<file path="config.mk">
export PLATFORM = sky130hd
export DESIGN_NAME = oneshot_cmd_arbiter
export DESIGN_NICKNAME = d
export VERILOG_FILES = /design/src/rtl/oneshot_cmd_arbiter.sv
export SDC_FILE = /design/constraint.sdc
export NUM_CORES = 1
export LEC_CHECK = 0
export ABC_AREA = 1
export BUFFER_PORTS_ARGS = -buffer_cell sky130_fd_sc_hd__buf_2
export CORE_AREA = 5 5 42 44
export DETAILED_ROUTE_END_ITERATION = 10
export DIE_AREA = 0 0 47 49
export GPL_TIMING_DRIVEN = 0
export HOLD_SLACK_MARGIN = 0.02
export PLACE_DENSITY_LB_ADDON = 0.1
export SETUP_SLACK_MARGIN = 0.1
export SLEW_MARGIN = 20
export SYNTH_ARGS = -nofsm -noshare
export SYNTH_HDL_FRONTEND = slang
export SYNTH_SLANG_ARGS = --single-unit
export TNS_END_PERCENT = 10
</file>
<file path="constraint.sdc">
create_clock -name CLOCK -period 3 [get_ports CLOCK]
set_input_delay 0.75 -clock CLOCK [delete_from_list [all_inputs] [get_ports CLOCK]]
set_output_delay 0.75 -clock CLOCK [all_outputs]
set_load 0.05 [all_outputs]
</file>
<file path="src/rtl/oneshot_cmd_arbiter.sv">
// Round-robin scheduler that hands pending one-shot command bits to a shared sequencer, one at a time.
// Optional watchdog is built when ONESHOT_ARB_TIMEOUT_EN is defined.
module oneshot_cmd_arbiter #(
  parameter int P_WIDTH   = 4,
  parameter int P_TIMEOUT = 1000,
  localparam int IW = (P_WIDTH > 1) ? $clog2(P_WIDTH) : 1
) (
  input  logic               CLOCK,
  input  logic               RESET_N,
  input  logic [P_WIDTH-1:0] REQ_IN,
  output logic               CMD_VALID,
  output logic [IW-1:0]      CMD_IDX,
  input  logic               CMD_READY,
  input  logic               CMD_DONE,
  output logic [P_WIDTH-1:0] ACK_OUT,
  output logic               BUSY,
  output logic               TIMEOUT_ERR,
  input  logic               ERR_CLR
);

  typedef enum logic [1:0] {IDLE, OFFER, EXEC, ACK} state_t;

  state_t             state;
  state_t             state_next;
  logic [IW-1:0]      last_idx;
  logic [IW-1:0]      pick_idx;
  logic               pick_found;
  logic [P_WIDTH-1:0] hi_mask;
  logic [P_WIDTH-1:0] hi_req;
  logic [P_WIDTH-1:0] pick_vec;
  logic               timeout_hit;

  // Prefer requests above the last grant; fall back to the lowest request to wrap around.
  always_comb begin
    hi_mask    = ~((P_WIDTH'(2) << last_idx) - P_WIDTH'(1));
    hi_req     = REQ_IN & hi_mask;
    pick_vec   = (hi_req != '0) ? hi_req : REQ_IN;
    pick_found = (REQ_IN != '0);
    pick_idx   = '0;
    for (int j = P_WIDTH - 1; j >= 0; j--) begin
      if (pick_vec[j]) pick_idx = IW'(j);
    end
  end

  always_comb begin
    state_next = state;
    case (state)
      IDLE:    if (pick_found) state_next = OFFER;
      OFFER:   if (CMD_READY) state_next = EXEC;
      EXEC:    if (CMD_DONE) state_next = ACK;
      ACK:     state_next = IDLE;
      default: state_next = IDLE;
    endcase
    if (timeout_hit) state_next = ACK;
  end

  // Outputs are decoded from the next state so every port comes straight from a flop.
  always_ff @(posedge CLOCK or negedge RESET_N) begin
    if (!RESET_N) begin
      state     <= IDLE;
      CMD_IDX   <= '0;
      last_idx  <= IW'(P_WIDTH - 1);
      CMD_VALID <= 1'b0;
      ACK_OUT   <= '0;
      BUSY      <= 1'b0;
    end else begin
      state     <= state_next;
      CMD_VALID <= (state_next == OFFER);
      BUSY      <= (state_next != IDLE);
      ACK_OUT   <= (state_next == ACK) ? (P_WIDTH'(1) << CMD_IDX) : '0;
      if (state == IDLE && pick_found) CMD_IDX <= pick_idx;
      if (state == OFFER && state_next == EXEC) last_idx <= CMD_IDX;
    end
  end

`ifdef ONESHOT_ARB_TIMEOUT_EN
  localparam int CW = $clog2(P_TIMEOUT + 1);

  logic [CW-1:0] to_cnt;
  logic          err_q;

  assign timeout_hit = ((state == OFFER) || (state == EXEC)) && (to_cnt == CW'(P_TIMEOUT - 1));
  assign TIMEOUT_ERR = err_q;

  // Counter sits at zero in IDLE, so it is clear on every entry to OFFER; a new timeout beats ERR_CLR.
  always_ff @(posedge CLOCK or negedge RESET_N) begin
    if (!RESET_N) begin
      to_cnt <= '0;
      err_q  <= 1'b0;
    end else begin
      if (state == OFFER || state == EXEC) to_cnt <= to_cnt + 1'b1;
      else                                 to_cnt <= '0;
      if (timeout_hit)  err_q <= 1'b1;
      else if (ERR_CLR) err_q <= 1'b0;
    end
  end
`else
  logic unused_timeout_cfg;

  assign timeout_hit        = 1'b0;
  assign TIMEOUT_ERR        = 1'b0;
  assign unused_timeout_cfg = ERR_CLR | (P_TIMEOUT < 0);
`endif

endmodule

</file>
==> key figures, run 1 <==
Run status
  • Status: complete, no violations

Yosys
  • Synthesized flop and latch total: 12
  • Mean post-synth cell area: around 8.6 µm²
  • Seq/Total Area, Yosys: between 50 and 60%
  • Post-Synthesis Cells: 62
  • Post-Synthesis Net Count: just over 70
  • Warnings from Yosys: 0
  • Netlist Area Pre-Place: around 530 µm²
  • Synth cell types: 15

Routing
  • DRT Pass-1 Iters: 4
  • Routed Antenna Nets: 0
  • Met2 WL post-DR: between 400 and 500 µm
  • M1 wire length: slightly above 500 µm
  • Final WL: 1110 µm
  • Drt wl/cell: 11.4 µm
  • DR WL met3: 70 µm
  • Via count: 449
  • Top sig layer: met4
  • DR iter-0 viols: 12
  • Drt drc: 0
  • Vias per cell: 4.63

Layout
  • Commonest non-fill, non-tap cell in the layout: nand2_1
  • Most frequent cells in the layout: nand2_1, buf_2, dfrtp_1
  • Design area: ~660 µm²
  • # nets final: 91
  • Fill cells: 151
  • Diodes inserted: 0
  • Area Overhead vs Synth: 24.7%
  • Layout Utilization: a little under half
  • Share of cells above drive strength 1: 30.9%

Clock tree
  • Clk buf depth: 2
  • Post_cts resized: 0
  • CTS tree: built
  • CTS Hold Bufs: 0
  • Worst-path clk slew: roughly 0.080 ns
  • H-tree levels: 1
  • Root buffer cell: clkbuf_4
  • Num Clock Sinks: 12
  • Clock Latency Late Sink: between 0.2 and 0.3 ns
  • Total CTS buffers: 3
  • # Post-CTS Setup Buffers: 0

Timing
  • Final setup viols: 0
  • Fin crit period: between 1.5 and 2 ns
  • RSZ-0062 raised after global routing: no
  • Setup TNS: 0 ns
  • Fmax: 577 MHz
  • Clk_skew: 0.00354 ns
  • Final period util: between 50% and 60%
  • Final Slew Violations: 0
  • Fin. Hold Viols: 0

Run
  • Max Cap Viol: 0

Critical path
  • CP startpoint kind: register
  • Crit. End Element: output pin
  • CP Class: reg2out
  • CP Depth: 1
  • Max Fanout on Critical Path: 5
  • Crit-path leading delay family: flip-flops
  • FF-to-FF path depth: 7
  • Slowest stage cell, crit path: dfrtp_1
  • Crit path buf inv count: 1
  • Critical path, cell by cell: buf_2
  • CP max stage delay: between 0.4 and 0.5 ns
  • Critical Path RT: approximately 2.3 ns
  • Arrival time at the worst endpoint: between 0.9 and 1 ns

Die
  • Core Box Area: about 0.0014 mm²
  • Initial Util: 37.9%
  • Die width: 47 µm
  • DIE HEIGHT: 49 µm
  • Top-level port count: 18
  • Die ar.: approximately 0.0023 mm²
  • # rows: 14

Place
  • Placed inst area: approximately 630 µm²
  • Routability cong.: about 0.68
  • Port Buffers: 15
  • Dpl hpwl: 859 µm

GRT
  • Grt total ovfl: 0
  • Total track usage: between 10% and 20%
  • Largest net degree at the start of global routing: 13
  • Initial antenna violation count: 0
  • First-pass GRT wire length: 1900 µm
  • Vias in the first global route: between 400 and 500

Pwr
  • Power per cell area: between 1000 and 1500 mW/mm²
  • VDD IR-drop max: 0.400 mV
  • Leakage power: 0.374 nW

Min path
  • Hold WC Path Type: in2async
==> final cells by class <==
class | count | area [µm²] | area share [%]
plain buffers | 1 | 7.51 | 1.13
clock buffers | 4 | 36.3 | 5.47
inverters | 9 | 33.8 | 5.09
multi-input cells | 40 | 188 | 28.3
flip-flops and latches | 12 | 303 | 45.7
well taps | 16 | 20.0 | 3.02
repair buffers | 15 | 75.1 | 11.3
==> state kept, by name, summed over array words and instances (netlist names) <==
register,count
CMD_IDX,2
BUSY,1
state,2
ACK_OUT,4
last_idx,2
CMD_VALID,1
==> layer usage <==
layer  vias to the layer above  global-route usage [%]
met2                        13                    16.7
met5                         -                       0
li1                        237                       -
met3                         2                    2.21
met1                       197                    15.2
met4                         0                    8.29
==> worst paths after layout <==
check / start / end / slack, ns
min in group CLOCK: last_idx[0] / last_idx[0] / 0.52
worst min register to register: last_idx[0] / last_idx[0] / 0.52
max in group asynchronous: RESET_N / last_idx[1] / 2.38
worst max-delay path: CMD_IDX[1] / CMD_IDX[1] / 1.27
worst max register to register: last_idx[0] / CMD_IDX[0] / 1.87
worst min-delay path: RESET_N / state[1] / 0.34
==> through the flow <==
| step | std cells | power, mW | setup WS [ns] | hold WS [ns] |
|---|---|---|---|---|
| after floorplan | 62 | 0.513 | 1.61 | 0.454 |
| after global placement | 93 | 0.586 | 1.51 | 0.498 |
| after detailed placement | 93 | 0.598 | 1.48 | 0.505 |
| after CTS | 97 | 0.727 | 1.26 | 0.351 |
| after global routing | 97 | 0.774 | 1.21 | 0.356 |
| final | 97 | 0.721 | 1.27 | 0.341 |
==> cell usage after synthesis <==
master | n | share of area (%)
conb_1 | 1 | 0.71
nand3_2 | 1 | 1.9
nor2_1 | 3 | 2.1
inv_2 | 1 | 0.71
dfstp_2 | 2 | 9.9
nand3b_1 | 1 | 1.4
nand2_1 | 19 | 13
buf_4 | 1 | 1.4
nand4_1 | 4 | 4.7
o21ai_0 | 3 | 2.8
nor3_1 | 4 | 3.8
nand3_1 | 3 | 2.8
a21oi_2 | 1 | 1.6
inv_1 | 8 | 5.6
dfrtp_1 | 10 | 47
==> report_power, final <==
group | internal [mW] | switching [mW]
logic | 0.0803 | 0.244
registers | 0.226 | 0.0422
clock network | 0.0737 | 0.0553
total | 0.380 | 0.341
==> kinds of logic (layout without fill, tap and decap cells) <==
kind of cell	after synthesis	after routing	share of synthesized area [%]
compound gates	4	4	4.47
buf+inv	10	29	7.76
simple gates	35	35	30.1
other cells	1	1	0.705
flops	12	12	56.9
Power figures use the tool's default switching activity.
==> inputs of run 2 (changes only) <==
--- a/config.mk
+++ b/config.mk
@@ -5,11 +5,11 @@
 export SDC_FILE = /design/constraint.sdc
 export NUM_CORES = 1
 export LEC_CHECK = 0
-export ABC_AREA = 1
+export ABC_AREA = 0
 export BUFFER_PORTS_ARGS = -buffer_cell sky130_fd_sc_hd__buf_2
-export CORE_AREA = 5 5 42 44
+export CORE_MARGIN = 5
+export CORE_UTILIZATION = 42
 export DETAILED_ROUTE_END_ITERATION = 10
-export DIE_AREA = 0 0 47 49
 export GPL_TIMING_DRIVEN = 0
 export HOLD_SLACK_MARGIN = 0.02
 export PLACE_DENSITY_LB_ADDON = 0.1
==> constraint.sdc (replaced) <==
create_clock -name CLOCK -period 1.4 [get_ports CLOCK]
set_input_delay 0.35 -clock CLOCK [delete_from_list [all_inputs] [get_ports CLOCK]]
set_output_delay 0.35 -clock CLOCK [all_outputs]
set_load 0.05 [all_outputs]
==> run 2 against run 1 <==
Largest cell class unchanged. Combinational power rose by 120%. Via count shrank 3.1%. First-iteration DRC count decreased by 58%. Critical endpoint is now CMD_IDX[0]. Non-clock buffer count is 3 higher.
==> key figures, run 2 <==
Run status
  • Status: complete, no violations

Yosys
  • Main combinational cell family by area after synthesis: simple AND/OR/NAND/NOR gates
  • Post-Synthesis Cells: 52 (-16%)
  • Synth cell types: 24 (+9)
  • Synthesized flop and latch total: 12 (unchanged)
  • Compound-Gate Fraction of Synth Area: 11.7% (+7.2 points)
  • Post-Synth XOR/XNOR Area: 0% (unchanged)
  • Synth top area share: 45.8% (-1.3 points)
  • Mean post-synth cell area: 10.5 µm² (+23%)
  • Seq/Total Area, Yosys: 55.4% (-1.6 points)
  • Synth Area in Simple Gates: 22.4% (-7.7 points)
  • Synth Flop Type: dfrtp_1
  • Post-synthesis mux area share: 4.12% (+4.1 points)
  • Post-synth EDFFs: 0 (unchanged)
  • Warnings from Yosys: 0 (unchanged)
  • Netlist Area Pre-Place: 547 µm² (+2.8%)
  • Ys async rst share: 100% (unchanged)
  • Post-Synthesis Net Count: 61 (-14%)
  • Synthesized-area fraction occupied by adder cells: 0% (unchanged)
  • Synth top cells by count: dfrtp_1, nor2_1, inv_1, nand2_1, nor3_1
  • Synth area leaders: dfrtp_1, dfstp_2, mux2_2
  • Top-count cell post-synth: dfrtp_1
  • Largest area contributor in the netlist: dfrtp_1

Timing
  • Final Slew Violations: 0 (unchanged)
  • Fin crit period: roughly 1.3 ns
  • Fin. Hold Viols: 0 (unchanged)
  • Setup TNS: 0 ns (unchanged)
  • RSZ-0062 raised after global routing: yes
  • Fmax: about 790 MHz
  • Clk_skew: 0.00570 ns (+0.00216 ns)
  • Worst setup margin: 0.128 ns (-1.14 ns)
  • Final period util: approximately nine tenths
  • Final setup viols: 0 (unchanged)

Routing
  • DRT Pass-1 Iters: 4 (unchanged)
  • Drt wl/cell: 11.6 µm (+1.7%)
  • DR iter-0 viols: 5 (-7)
  • Routed Antenna Nets: 0 (unchanged)
  • DR WL met3: 107 µm (+53%)
  • Met2 WL post-DR: 482 µm (-2.0%)
  • Vias per cell: 5.00 (+8.0%)
  • Final WL: 1010 µm (-8.8%)
  • Top sig layer: met3
  • M1 wire length: 418 µm (-19%)
  • Via count: 435 (-3.1%)
  • Drt drc: 0 (unchanged)

Layout
  • FF/Latch Area: 305 µm² (+0.83%)
  • Top reg by flops: ACK_OUT
  • Diodes inserted: 0 (unchanged)
  • Area Overhead vs Synth: 28.8%
  • Area of the multi-input gates: 223 µm² (+19%)
  • Fill cells: 119 (-21%)
  • Non-filler instance count after layout: 87 (-10%)
  • Max reg flops: 4 (unchanged)
  • Share of cells above drive strength 1: 44.4% (+14 points)
  • Commonest non-fill, non-tap cell in the layout: buf_2
  • # nets final: 82 (-9.9%)
  • Most frequent cells in the layout: buf_2, dfrtp_1, nor2_1

Die
  • Core Box Area: 0.00127 mm² (-9.5%)
  • DIE HEIGHT: 46.1 µm (-6.0%)
  • Top-level port count: 18 (unchanged)
  • Die width: 46.1 µm (-2.0%)
  • Die ar.: 0.00212 mm² (-7.8%)
  • Initial Util: 43.1% (+5.2 points)
  • # rows: 13 (-1)

Clock tree
  • Worst-path clk slew: 0.07 ns (about the same)
  • Root buffer cell: clkbuf_4
  • H-tree levels: 1 (unchanged)
  • Num Clock Sinks: 12 (unchanged)
  • Total CTS buffers: 3 (unchanged)
  • Clk buf depth: 2 (unchanged)
  • CTS tree: built
  • Clock Latency Late Sink: 0.27 ns (about the same)

GRT
  • First-pass GRT wire length: 1700 µm (-10%)
  • Total track usage: 11.4% (-0.36 points)
  • Vias in the first global route: 404 (-10%)
  • Initial antenna violation count: 0 (unchanged)
  • Largest net degree at the start of global routing: 13 (unchanged)
  • Grt total ovfl: 0 (unchanged)

Critical path
  • Crit. End Element: output pin
  • Critical Path RT: 1.05 ns (-1.20 ns)
  • CP startpoint kind: register
  • CP max stage delay: 0.45 ns (+0.03 ns)
  • Critical path, cell by cell: buf_4
  • Max Fanout on Critical Path: 7 (+2)
  • Crit-path leading delay family: flip-flops
  • Arrival time at the worst endpoint: 0.92 ns (-0.06 ns)
  • Crit path buf inv count: 1 (unchanged)
  • CP Class: reg2out
  • Slowest stage cell, crit path: dfrtp_2

Pwr
  • Leakage power: 0.341 nW (-8.8%)
  • Switching share of power: 42.6% (-4.7 points)
  • Power per cell area: 2230 mW/mm² (+110%)
  • VDD IR-drop max: 0.970 mV (+140%)
  • Clock share of power: 16.9% (-1.0 points)
  • Sequential share of power: 37.5% (+0.3 points)
  • Logic pwr share: 45.7% (+0.8 points)
  • Cell internal pwr: 0.903 mW (+140%)
  • Total power draw: 1.57 mW (+120%)
  • Sw Pwr: 0.670 mW (+96%)

Place
  • Dpl hpwl: 791 µm (-7.9%)
  • Routability cong.: 0.691 (+1.8%)
  • Port Buffers: 15 (unchanged)
  • Setup WS pre-CTS: -0.122 ns (-1.61 ns)
  • Dpl cells: 82 (-12%)

Run
  • Max Cap Viol: 0 (unchanged)

Min path
  • Hold WC Path Type: in2reg
[run 2: cell count changes in the layout (fill, tap and decap cells not counted), sizes merged, moves of 2 or more]
cell   previous run  this run
inv               9         3
nor3b             0         2
a32o              0         2
nand4             4         0
nand3             4         2
nor2              3         6
nand2            19         4
mux2              0         2
buf              16        18
[run 2: per-layer routing]
layer,global-route usage (%),vias up
li1,-,222
met1,14.7,196
met2,17.3,17
met3,3.52,0
met4,5.11,0
met5,0,-
[run 2: worst register-to-register path, cell delays in order, from the launching register on]
cell and delay, ns:
dfstp_2 0.57, inv_1 0.06, a21oi_2 0.14, o221ai_2 0.11, a32o_1 0.23
[run 2: repair_timing]
| action | CTS | global route |
|---|---|---|
| hold buffers | 1 | 0 |
| endpoints found under the hold margin | 10 | 0 |
| cloned | 0 | 0 |
| pin swaps | 0 | 1 |
| resized for setup | 3 | 3 |
| setup buffers | 0 | 0 |
| setup endpoints to repair | 2 | 4 |
[run 2: worst paths after layout]
check | to | from | cells past startpoint | slack [ns]
worst min register to register | ACK_OUT[1] | CMD_IDX[1] | 1 | 0.51
max in group asynchronous | last_idx[0] | RESET_N | 2 | 0.66
worst max register to register | CMD_IDX[1] | last_idx[1] | 4 | 0.18
worst min-delay path | CMD_VALID | CMD_READY | 2 | 0.29
min in group asynchronous | ACK_OUT[2] | RESET_N | 2 | 0.48
worst max-delay path | CMD_IDX[0] | CMD_IDX[0] | 1 | 0.13
[run 2: metrics by stage]
stage	utilization [%]	instance area, µm²	hold slack (ns)
3_5_place_dp	50.5	641	0.235
4_1_cts	54.6	693	0.283
2_1_floorplan	-	547	0.0544
5_1_grt	55.5	704	0.288
3_3_place_gp	50.5	641	0.232
6_report	55.5	704	0.293
[run 2: layout make-up]
class,count,share of cell area (%)
Tap cell,15,2.66
Timing Repair Buffer,16,12.8
Inverter,3,1.60
Buffer,3,2.84
Clock buffer,4,5.15
Sequential cell,12,43.3
Multi-Input combinational cell,34,31.6
[run 2: logic make-up after synthesis]
family | after synthesis
compound gates | 9
buf+inv | 6
flops | 12
mux | 2
other cells | 1
simple gates | 22
[run 2: power groups by stage]
stage	clock network, mW	logic (mW)	registers, mW
2_1_floorplan	0	0.329	0.786
3_3_place_gp	0	0.689	0.578
3_5_place_dp	0	0.695	0.584
4_1_cts	0.277	0.714	0.582
5_1_grt	0.305	0.774	0.607
6_report	0.266	0.718	0.589
==> inputs of run 3 (changes only) <==
--- a/config.mk
+++ b/config.mk
@@ -7,7 +7,7 @@
 export LEC_CHECK = 0
 export ABC_AREA = 0
 export BUFFER_PORTS_ARGS = -buffer_cell sky130_fd_sc_hd__buf_2
-export CORE_MARGIN = 5
+export CORE_MARGIN = 2
 export CORE_UTILIZATION = 42
 export DETAILED_ROUTE_END_ITERATION = 10
 export GPL_TIMING_DRIVEN = 0
==> run 3 against run 2 <==
Worst hold slack is essentially flat. Die area decreased by 24%. Power down 1.1%. Routed wire length decreased by 5.8%. Clock power barely moved. Critical endpoint is now CMD_IDX[1]. Critical path type unchanged. Non-clock buffer count unchanged.
==> key figures, run 3 (synthesized netlist as in run 2, its figures left out) <==
Layout
  • Most frequent cells in the layout: buf_2, dfrtp_1, nor2_1
  • # nets final: 82 (unchanged)
  • Area of the multi-input gates: 213 µm² (-4.5%)
  • Commonest non-fill, non-tap cell in the layout: buf_2
  • Fill cells: 117 (-1.7%)
  • Diodes inserted: 0 (unchanged)
  • Max reg flops: 4 (unchanged)
  • Top reg by flops: ACK_OUT
  • Area Overhead vs Synth: 27.0%
  • FF/Latch Area: 305 µm² (unchanged)
  • Share of cells above drive strength 1: 41.7% (-2.8 points)
  • Non-filler instance count after layout: 87 (unchanged)

Timing
  • Fin. Hold Viols: 0 (unchanged)
  • Final Slew Violations: 0 (unchanged)
  • Clk_skew: 0.00815 ns (+0.00245 ns)
  • Fin crit period: 1.28 ns (+0.00494 ns)
  • Hold_ws: 0.293 ns (+0.000229 ns)
  • Final setup viols: 0 (unchanged)
  • Fmax: 783 MHz (-0.39%)
  • RSZ-0062 raised after global routing: yes
  • Final period util: 91.2% (+0.35 points)

Clock tree
  • Worst-path clk slew: 0.08 ns (about the same)
  • H-tree levels: 1 (unchanged)
  • Clk buf depth: 2 (unchanged)
  • Clock Latency Late Sink: 0.27 ns (about the same)
  • Num Clock Sinks: 12 (unchanged)
  • Total CTS buffers: 3 (unchanged)
  • CTS tree: built
  • Root buffer cell: clkbuf_4
  • # Post-CTS Setup Buffers: 0 (unchanged)

Critical path
  • CP max stage delay: 0.45 ns (about the same)
  • Critical path, cell by cell: buf_4
  • CP startpoint kind: register
  • Crit path buf inv count: 1 (unchanged)
  • Crit-path leading delay family: flip-flops
  • Slowest stage cell, crit path: dfrtp_2
  • CP Class: reg2out
  • Max Fanout on Critical Path: 7 (unchanged)
  • Critical Path RT: 1.05 ns (about the same)
  • Crit. End Element: output pin
  • Arrival time at the worst endpoint: 0.93 ns (about the same)

Die
  • Top-level port count: 18 (unchanged)
  • Die ar.: 0.00161 mm² (-24%)
  • # rows: 13 (unchanged)
  • Core Box Area: 0.00125 mm² (-1.3%)
  • DIE HEIGHT: 40.1 µm (-13%)
  • Die width: 40.1 µm (-13%)
  • Initial Util: 43.7% (+0.56 points)

Place
  • Dpl cells: 82 (unchanged)
  • Dpl hpwl: 729 µm (-7.9%)
  • Routability cong.: 0.635 (-8.1%)
  • Port Buffers: 15 (unchanged)

Routing
  • Final WL: 950 µm (-5.8%)
  • Drt drc: 0 (unchanged)
  • Drt wl/cell: 10.9 µm (-5.8%)
  • Vias per cell: 4.93 (-1.4%)
  • DR iter-0 viols: 13 (+8)
  • Via count: 429 (-1.4%)
  • DRT Pass-1 Iters: 3 (-1)
  • Top sig layer: met3
  • DR WL met3: 63 µm (-41%)
  • M1 wire length: 439 µm (+5.0%)
  • Routed Antenna Nets: 0 (unchanged)
  • Met2 WL post-DR: 447 µm (-7.3%)

Min path
  • Hold WC Path Type: in2reg

GRT
  • Grt total ovfl: 0 (unchanged)
  • Initial antenna violation count: 0 (unchanged)
  • Vias in the first global route: 381 (-5.7%)
  • First-pass GRT wire length: 1520 µm (-11%)
  • Largest net degree at the start of global routing: 13 (unchanged)
  • Total track usage: 15.6% (+4.3 points)

Pwr
  • Total power draw: 1.56 mW (-1.1%)
  • Leakage power: 0.340 nW (-0.17%)
  • Power per cell area: 2240 mW/mm² (+0.29%)
  • VDD IR-drop max: 0.890 mV (-8.3%)

Run status
  • Status: complete, no violations

Run
  • Max Cap Viol: 0 (unchanged)
## run 3: changes by cell type in the layout (fill, tap and decap cells not counted)
cell	delta
o221ai_2	-1
a21oi_2	-1
o221ai_1	+1
a21oi_1	+1
## run 3: what timing repair did
action,4_1_cts,5_1_grt
pin swaps,0,1
endpoints found under the hold margin,10,0
gates resized for setup,3,1
setup endpoints to repair,2,4
hold buffers,1,0
## run 3: through the flow
step / TNS (ns) / utilization [%] / cell area (µm²) / setup slack [ns]
after global routing: 0 / 55.4 / 694 / 0.0875
after detailed placement: -0.134 / 51.1 / 641 / -0.134
after global placement: -0.133 / 51.1 / 641 / -0.133
after CTS: 0 / 55.3 / 693 / 0.0800
after floorplan: 0 / - / 547 / 0.0311
final: 0 / 55.4 / 694 / 0.123
## run 3: cell type report
| type | count | share of cell area, % |
|---|---|---|
| tap | 15 | 2.70 |
| multi-input combinational | 34 | 30.6 |
| inverter | 3 | 1.62 |
| sequential | 12 | 44.0 |
| clock buffer | 4 | 5.23 |
| timing repair buffer | 16 | 13.0 |
| buffer | 3 | 2.88 |
## run 3: power by group
group          total [mW]  switching, mW  internal [mW]  leakage, nW
clock               0.269          0.111          0.158       0.0210
sequential          0.579         0.0877          0.491        0.145
combinational       0.708          0.458          0.250        0.174
## run 3: path summary, 6_finish.rpt
path                            cells past startpoint           to  slack [ns]        start
worst max-delay path                                1   CMD_IDX[1]        0.12   CMD_IDX[1]
worst min-delay path                                2    CMD_VALID        0.29    CMD_READY
max in group asynchronous                           2  last_idx[0]        0.66      RESET_N
min in group asynchronous                           2   ACK_OUT[0]        0.48      RESET_N
worst max register to register                      4   CMD_IDX[0]        0.16  last_idx[1]
worst min register to register                      1   ACK_OUT[2]        0.52   CMD_IDX[0]
## run 3: layer usage
metal	vias up	global-route usage, %
li1	220	-
met1	195	17.0
met2	14	22.2
met3	0	8.33
met4	0	12.9
met5	-	0
